`config.mk`:
```
export PLATFORM = sky130hd
export DESIGN_NAME = muldiv_unit_param
export DESIGN_NICKNAME = d
export VERILOG_FILES = /design/src/rtl/muldiv_pkg.sv /design/src/rtl/muldiv_div_iter.sv /design/src/rtl/muldiv_unit_param.sv
export SDC_FILE = /design/constraint.sdc
export NUM_CORES = 2
export LEC_CHECK = 0
export BUFFER_PORTS_ARGS = -buffer_cell sky130_fd_sc_hd__buf_4
export CAP_MARGIN = 0
export CORE_AREA = 10 10 335 337
export DETAILED_ROUTE_END_ITERATION = 10
export DIE_AREA = 0 0 345 347
export GPL_ROUTABILITY_DRIVEN = 0
export PLACE_DENSITY = 0.66
export RECOVER_POWER = 50
export SYNTH_ARGS = -nofsm -noshare
export SYNTH_HDL_FRONTEND = slang
export SYNTH_HIERARCHICAL = 1
export SYNTH_SLANG_ARGS = --single-unit
```
`constraint.sdc`:
```
create_clock -name clk_i -period 14.9 [get_ports clk_i]
set_input_delay 1.49 -clock clk_i [delete_from_list [all_inputs] [get_ports clk_i]]
set_output_delay 1.49 -clock clk_i [all_outputs]
set_load 0.05 [all_outputs]
```
`src/rtl/muldiv_pkg.sv`:
```
`default_nettype none
// ============================================================================
// muldiv_pkg : shared op/state encodings for the iterative multiply/divide unit
// Rev 1.0
// ============================================================================
package muldiv_pkg;

  // RISC-V M-extension funct3 encoding
  typedef enum logic [2:0] {
    OP_MUL    = 3'd0,
    OP_MULH   = 3'd1,
    OP_MULHSU = 3'd2,
    OP_MULHU  = 3'd3,
    OP_DIV    = 3'd4,
    OP_DIVU   = 3'd5,
    OP_REM    = 3'd6,
    OP_REMU   = 3'd7
  } muldiv_op_e;

  typedef enum logic [1:0] {
    ST_IDLE = 2'd0,
    ST_MUL  = 2'd1,
    ST_DIV  = 2'd2,
    ST_DONE = 2'd3
  } muldiv_state_e;

  function automatic logic is_div_op(input logic [2:0] op);
    return (op == OP_DIV) || (op == OP_DIVU) || (op == OP_REM) || (op == OP_REMU);
  endfunction

endpackage
`default_nettype wire

```
`src/rtl/muldiv_div_iter.sv`:
```
`default_nettype none
// ============================================================================
// muldiv_div_iter : radix-2 restoring divider on unsigned magnitudes
// Rev 1.0
// ============================================================================
module muldiv_div_iter #(
  parameter int XLEN = 32
) (
  input  logic            clk_i,
  input  logic            rst_i,
  input  logic            start_i,
  input  logic [XLEN-1:0] dividend_i,
  input  logic [XLEN-1:0] divisor_i,
  output logic            busy_o,
  output logic            done_o,
  output logic [XLEN-1:0] quotient_o,
  output logic [XLEN-1:0] remainder_o
);

  localparam int                 c_cnt_w = $clog2(XLEN + 1);
  localparam logic [c_cnt_w-1:0] c_iters = c_cnt_w'(XLEN);
  localparam logic [c_cnt_w-1:0] c_one   = c_cnt_w'(1);

  logic [c_cnt_w-1:0] cnt_q, cnt_d;
  logic [XLEN-1:0]    quo_q, quo_d;
  logic [XLEN-1:0]    rem_q, rem_d;
  logic [XLEN-1:0]    dvs_q, dvs_d;
  logic [XLEN:0]      w_shift;
  logic [XLEN:0]      w_diff;
  logic [XLEN-1:0]    w_quo_nxt;
  logic [XLEN-1:0]    w_rem_nxt;

  // Trial subtract; a borrow in the top bit means restore the shifted remainder.
  assign w_shift   = {rem_q, quo_q[XLEN-1]};
  assign w_diff    = w_shift - {1'b0, dvs_q};
  assign w_quo_nxt = {quo_q[XLEN-2:0], ~w_diff[XLEN]};
  assign w_rem_nxt = w_diff[XLEN] ? w_shift[XLEN-1:0] : w_diff[XLEN-1:0];

  always_comb begin
    cnt_d = cnt_q;
    quo_d = quo_q;
    rem_d = rem_q;
    dvs_d = dvs_q;
    if (start_i) begin
      cnt_d = c_iters;
      quo_d = dividend_i;
      rem_d = '0;
      dvs_d = divisor_i;
    end else if (cnt_q != '0) begin
      cnt_d = cnt_q - c_one;
      quo_d = w_quo_nxt;
      rem_d = w_rem_nxt;
    end
  end

  always_ff @(posedge clk_i) begin
    if (rst_i) begin
      cnt_q <= '0;
      quo_q <= '0;
      rem_q <= '0;
      dvs_q <= '0;
    end else begin
      cnt_q <= cnt_d;
      quo_q <= quo_d;
      rem_q <= rem_d;
      dvs_q <= dvs_d;
    end
  end

  // Final quotient/remainder are presented during the last iteration cycle.
  assign busy_o      = (cnt_q != '0);
  assign done_o      = (cnt_q == c_one);
  assign quotient_o  = w_quo_nxt;
  assign remainder_o = w_rem_nxt;

endmodule
`default_nettype wire

```
`src/rtl/muldiv_unit_param.sv`:
```
`default_nettype none
// ============================================================================
// muldiv_unit_param : XLEN-parametrised RV32IM multiply/divide execute unit
// Rev 1.0
// ============================================================================
module muldiv_unit_param
  import muldiv_pkg::*;
#(
  parameter int XLEN          = 32,
  parameter bit DIV_EARLY_OUT = 1'b0
) (
  input  logic            clk_i,
  input  logic            rst_i,
  input  logic            valid_i,
  input  logic [2:0]      op_i,
  input  logic [XLEN-1:0] operand_ra_i,
  input  logic [XLEN-1:0] operand_rb_i,
  output logic            ready_o,
  output logic            stall_o,
  output logic [XLEN-1:0] result_o
);

  localparam logic [XLEN-1:0] c_int_min = {1'b1, {(XLEN-1){1'b0}}};

  muldiv_state_e     state_q, state_d;
  logic [2:0]        op_q, op_d;
  logic [XLEN-1:0]   ra_q, ra_d;
  logic [XLEN-1:0]   rb_q, rb_d;
  logic [XLEN-1:0]   result_q, result_d;

  logic              w_accept;
  logic              w_in_signed;
  logic              w_in_special;
  logic              w_div_start;
  logic              w_div_busy;
  logic              w_div_done;
  logic [XLEN-1:0]   w_ra_mag;
  logic [XLEN-1:0]   w_rb_mag;
  logic [XLEN-1:0]   w_quo_mag;
  logic [XLEN-1:0]   w_rem_mag;
  logic              w_a_sx;
  logic              w_b_sx;
  logic [2*XLEN-1:0] w_prod;
  logic [XLEN-1:0]   w_mul_res;

  // Applies operand signs to the magnitudes, then forces the architected
  // divide-by-zero and signed-overflow values.
  function automatic logic [XLEN-1:0] div_fixup(input logic [2:0]      op,
                                                input logic [XLEN-1:0] ra,
                                                input logic [XLEN-1:0] rb,
                                                input logic [XLEN-1:0] quo,
                                                input logic [XLEN-1:0] rem);
    logic            sgn;
    logic [XLEN-1:0] q;
    logic [XLEN-1:0] r;
    sgn = (op == OP_DIV) || (op == OP_REM);
    q   = (sgn && (ra[XLEN-1] ^ rb[XLEN-1])) ? -quo : quo;
    r   = (sgn && ra[XLEN-1]) ? -rem : rem;
    if (rb == '0) begin
      q = '1;
      r = ra;
    end else if (sgn && (ra == c_int_min) && (rb == '1)) begin
      q = ra;
      r = '0;
    end
    return op[1] ? r : q;
  endfunction

  assign w_accept     = valid_i && ((state_q == ST_IDLE) || (state_q == ST_DONE));
  assign w_in_signed  = (op_i == OP_DIV) || (op_i == OP_REM);
  assign w_ra_mag     = (w_in_signed && operand_ra_i[XLEN-1]) ? -operand_ra_i : operand_ra_i;
  assign w_rb_mag     = (w_in_signed && operand_rb_i[XLEN-1]) ? -operand_rb_i : operand_rb_i;
  assign w_in_special = (operand_rb_i == '0) ||
                        (w_in_signed && (operand_ra_i == c_int_min) && (operand_rb_i == '1));
  assign w_div_start  = w_accept && is_div_op(op_i) && !(DIV_EARLY_OUT && w_in_special);

  // The low 2*XLEN bits of the sign-extended product equal those of the
  // (XLEN+1)x(XLEN+1) signed product, so no wider result is needed.
  assign w_a_sx    = ((op_q == OP_MULH) || (op_q == OP_MULHSU)) && ra_q[XLEN-1];
  assign w_b_sx    = (op_q == OP_MULH) && rb_q[XLEN-1];
  assign w_prod    = {{XLEN{w_a_sx}}, ra_q} * {{XLEN{w_b_sx}}, rb_q};
  assign w_mul_res = (op_q == OP_MUL) ? w_prod[XLEN-1:0] : w_prod[2*XLEN-1:XLEN];

  muldiv_div_iter #(
    .XLEN (XLEN)
  ) u_div (
    .clk_i       (clk_i),
    .rst_i       (rst_i),
    .start_i     (w_div_start),
    .dividend_i  (w_ra_mag),
    .divisor_i   (w_rb_mag),
    .busy_o      (w_div_busy),
    .done_o      (w_div_done),
    .quotient_o  (w_quo_mag),
    .remainder_o (w_rem_mag)
  );

  always_comb begin
    state_d  = state_q;
    op_d     = op_q;
    ra_d     = ra_q;
    rb_d     = rb_q;
    result_d = result_q;
    case (state_q)
      ST_MUL: begin
        result_d = w_mul_res;
        state_d  = ST_DONE;
      end
      ST_DIV: begin
        if (w_div_done) begin
          result_d = div_fixup(op_q, ra_q, rb_q, w_quo_mag, w_rem_mag);
          state_d  = ST_DONE;
        end
      end
      ST_DONE: state_d = ST_IDLE;
      default: state_d = state_q;
    endcase
    if (w_accept) begin
      op_d = op_i;
      ra_d = operand_ra_i;
      rb_d = operand_rb_i;
      if (!is_div_op(op_i)) begin
        state_d = ST_MUL;
      end else if (w_div_start) begin
        state_d = ST_DIV;
      end else begin
        result_d = div_fixup(op_i, operand_ra_i, operand_rb_i, '0, '0);
        state_d  = ST_DONE;
      end
    end
  end

  always_ff @(posedge clk_i) begin
    if (rst_i) begin
      state_q  <= ST_IDLE;
      op_q     <= '0;
      ra_q     <= '0;
      rb_q     <= '0;
      result_q <= '0;
    end else begin
      state_q  <= state_d;
      op_q     <= op_d;
      ra_q     <= ra_d;
      rb_q     <= rb_d;
      result_q <= result_d;
    end
  end

  assign ready_o  = (state_q == ST_DONE);
  assign stall_o  = (state_q == ST_MUL) || w_div_busy;
  assign result_o = result_q;

endmodule
`default_nettype wire

```
==> results.sh <==
export IMPL_clk_pin_slew_ns=0.06
export IMPL_grt_max_degree=81
export IMPL_post_route_period_util_pct=67.06
export IMPL_fin_skew_ns=0.01718
export IMPL_tns_ns=0
export IMPL_synth_edf_count=0
export IMPL_vias_per_cell=5.612
export IMPL_die_y_microns=347
export IMPL_worstSetupEndpointType="register"
export IMPL_synth_seq_cells=203
export IMPL_synth_top_cell_by_area="fa_1"
export IMPL_grt_pass1_wl_microns=243200
export IMPL_critPathMaxFanout=59
export IMPL_die_w_microns=345
export IMPL_hold_viol=0
export IMPL_final_common_cell="inv_1"
export IMPL_antenna_found_initial=7
export IMPL_rows=119
export IMPL_regArea_sq_um=4065
export IMPL_ys_seq_area_share_pct=7.782
export IMPL_crit_slowest_cell="fa_1"
export IMPL_core_sq_um=105100
export IMPL_drc_errors=0
export IMPL_fill_cells=10050
export IMPL_cts_resized=0
export IMPL_violations="capacitance limit, slew limit"
export IMPL_dpl_hpwl_microns=118500
export IMPL_min_path_type="reg -> reg"
export IMPL_post_cts_buffers=0
export IMPL_grt_ovfl_total=0
export IMPL_clock_sinks=203
export IMPL_power_density_nw_per_um2=125.2
export IMPL_outcome="complete, but fails checks"
export IMPL_fin_util_pct=51.75
export IMPL_cts_tree="done"
export IMPL_peakVddDrop_v=0.0001271
export IMPL_slew_headroom_pct=-150.8
export IMPL_placed_area_sq_um=53660
export IMPL_grtUsageTotal_pct=25.28
export IMPL_drt_initial_drc_count=3348
export IMPL_cellLeakagePower_nw=24.95
export IMPL_total_power_mw=6.812
export IMPL_fin_nets=7434
export IMPL_multi_input_area_sq_um=41750
export IMPL_drt_first_pass_iters=7
export IMPL_critPathMaxStageDelay_ns=0.79
export IMPL_holdBufCountCts=0
export IMPL_syn_num_nets=7635
export IMPL_max_freq_mhz=100.1
export IMPL_ios=104
export IMPL_ys_async_sr_fraction_pct=0
export IMPL_dp_slack_ns=5.122
export IMPL_clk_path_buf_depth=3
export IMPL_htreeDepth=1
export IMPL_worst_slew_pin_slew_ns=3.761
export IMPL_design_area_sq_um=54400
export IMPL_initial_core_util_pct=49.68
export IMPL_p_clk_share_pct=9.8
export IMPL_drive_above_1_share_pct=4.564
export IMPL_vias=41510
export IMPL_setup_slack_ns=4.908
export IMPL_syn_inst=6185
export IMPL_avgSynthCellArea_sq_um=8.444
export IMPL_drtAntennaViolNets=0
export IMPL_p_switching_mw=3.919
export IMPL_area_growth_pct=4.161
export IMPL_grt_pass1_vias=43290
export IMPL_path_class="reg -> reg"
export IMPL_maxCapViolCount=5
export IMPL_mostFrequentLayoutCells="1255 x inv_1, 1126 x fa_1, 1076 x nand2_1, 324 x and2_1, 307 x a21oi_1"
export IMPL_rsz0062_at_grt="no"
export IMPL_hold_slack_ns=0.4546
export IMPL_io_buffers=103
export IMPL_drt_total_wl_microns=152000
export IMPL_place_inst=7346
export IMPL_crit_arrival_ns=10.29
export IMPL_p_sw_share_pct=57.54
export IMPL_worstPathRequired_ns=15.20
export IMPL_synthFlopType="dfxtp_1"
export IMPL_ys_warn_count=6
export IMPL_die_area_sq_um=119700
export IMPL_fin_cells=7397
export IMPL_post_route_min_period_ns=9.992
export IMPL_setup_violations=0
export IMPL_comb_power_share_pct=78.4
export IMPL_internal_power_mw=2.892
export IMPL_synthTopCellsByArea="fa_1 43%, inv_1 9.0%, dfxtp_1 7.8%, nand2_1 7.7%, ha_1 6.1%"
export IMPL_clk_latency_ns=0.56
export IMPL_netlist_area_sq_um=52230
export IMPL_drv_slew=263
export IMPL_cts_root_buf="clkbuf_16"
export IMPL_wl_per_cell_microns=20.54
export IMPL_seq_power_share_pct=11.8
export IMPL_synth_cell_type_count=89
export IMPL_numCtsBuffers=27
export IMPL_netlist_area_leader_share_pct=43.16
export IMPL_critPathLaunchType="register"
[sequential cells by signal (all words and copies together) (netlist names)]
| name | cells |
|---|---|
| ra_q | 32 |
| u_div/cnt_q | 6 |
| result_o | 32 |
| u_div/dvs_q | 32 |
| op_q | 3 |
| u_div/quo_q | 32 |
| state_q | 2 |
| rb_q | 32 |
| u_div/rem_q | 32 |
[path summary, 6_finish.rpt]
check,from,depth (start not counted),slack [ns],to
worst max-delay path,op_q[1],31,4.91,result_o[27]
worst min-delay path,rb_q[22],2,0.45,rb_q[22]
worst max register to register,op_q[1],31,4.91,result_o[27]
worst min register to register,rb_q[22],2,0.45,rb_q[22]
[power by group through the flow]
stage	registers, mW	clock network (mW)	logic (mW)
after floorplan	0.772	0	3.69
after global placement	0.802	0	5.16
after detailed placement	0.805	0	5.22
after CTS	0.795	0.665	5.26
after global routing	0.812	0.686	5.82
final	0.803	0.666	5.34
[per-layer routing]
metal  global-route usage [%]  vias up  share of wire (%)
met5                        0        -              0.041
met4                    9.763        6                4.6
li1                         -    18220                  -
met2                    41.12     1707                 46
met1                    33.12    21200                 41
met3                    4.905      374                8.5
[layout make-up]
class / instances / area share, %
diodes: 3 / 0.01380
clock buffers: 36 / 1.359
clock inverters: 12 / 0.2668
inverters: 1256 / 8.667
multi-input cells: 4311 / 76.74
flip-flops and latches: 203 / 7.473
well taps: 1391 / 3.199
repair buffers: 185 / 2.277
[Yosys cell counts, drive strengths merged, types with 13 or more instances]
master and number:
a21oi 311, clkbuf 351, nand2 1077, o31ai 23, and3 18, o21a 14
nand4 24, nand3 36, a221oi 18, nor4 31, o21ai 168, inv 1256
o21ba 23, dfxtp 203, nor3 34, nor2 229, xnor2 141, or2 13
a211oi 14, and2 326, mux2 29, a21o 46, nor2b 14, o21bai 13
xor2 78, or4 16, a22oi 20, ha 254, fa 1126, mux2i 35
a31oi 28, buf 64, or3 22
[cells by family (layout without fill, tap and decap cells)]
logic type	after synthesis	count (layout)	share of synthesized area [%]
AOI/OAI and AO/OA	772	772	9.221
xor gates and xnor gates	219	219	3.687
adders and majority gates	1380	1380	49.25
buffers and inverters	1671	1489	12.32
DFF	203	203	7.782
muxes	64	64	1.461
other	0	3	0
and+or+nand+nor	1876	1876	16.28
[worst max-delay path: cells and delay by family (launching register included)]
| family | cells | cell delay, ns |
|---|---|---|
| compound gates | 7 | 1.56 |
| xor+xnor | 2 | 0.45 |
| simple gates | 3 | 0.44 |
| flops | 1 | 0.31 |
| buf+inv | 10 | 1.98 |
| fa+ha+maj | 9 | 4.95 |
No activity file was read; power rests on OpenSTA's default activity.
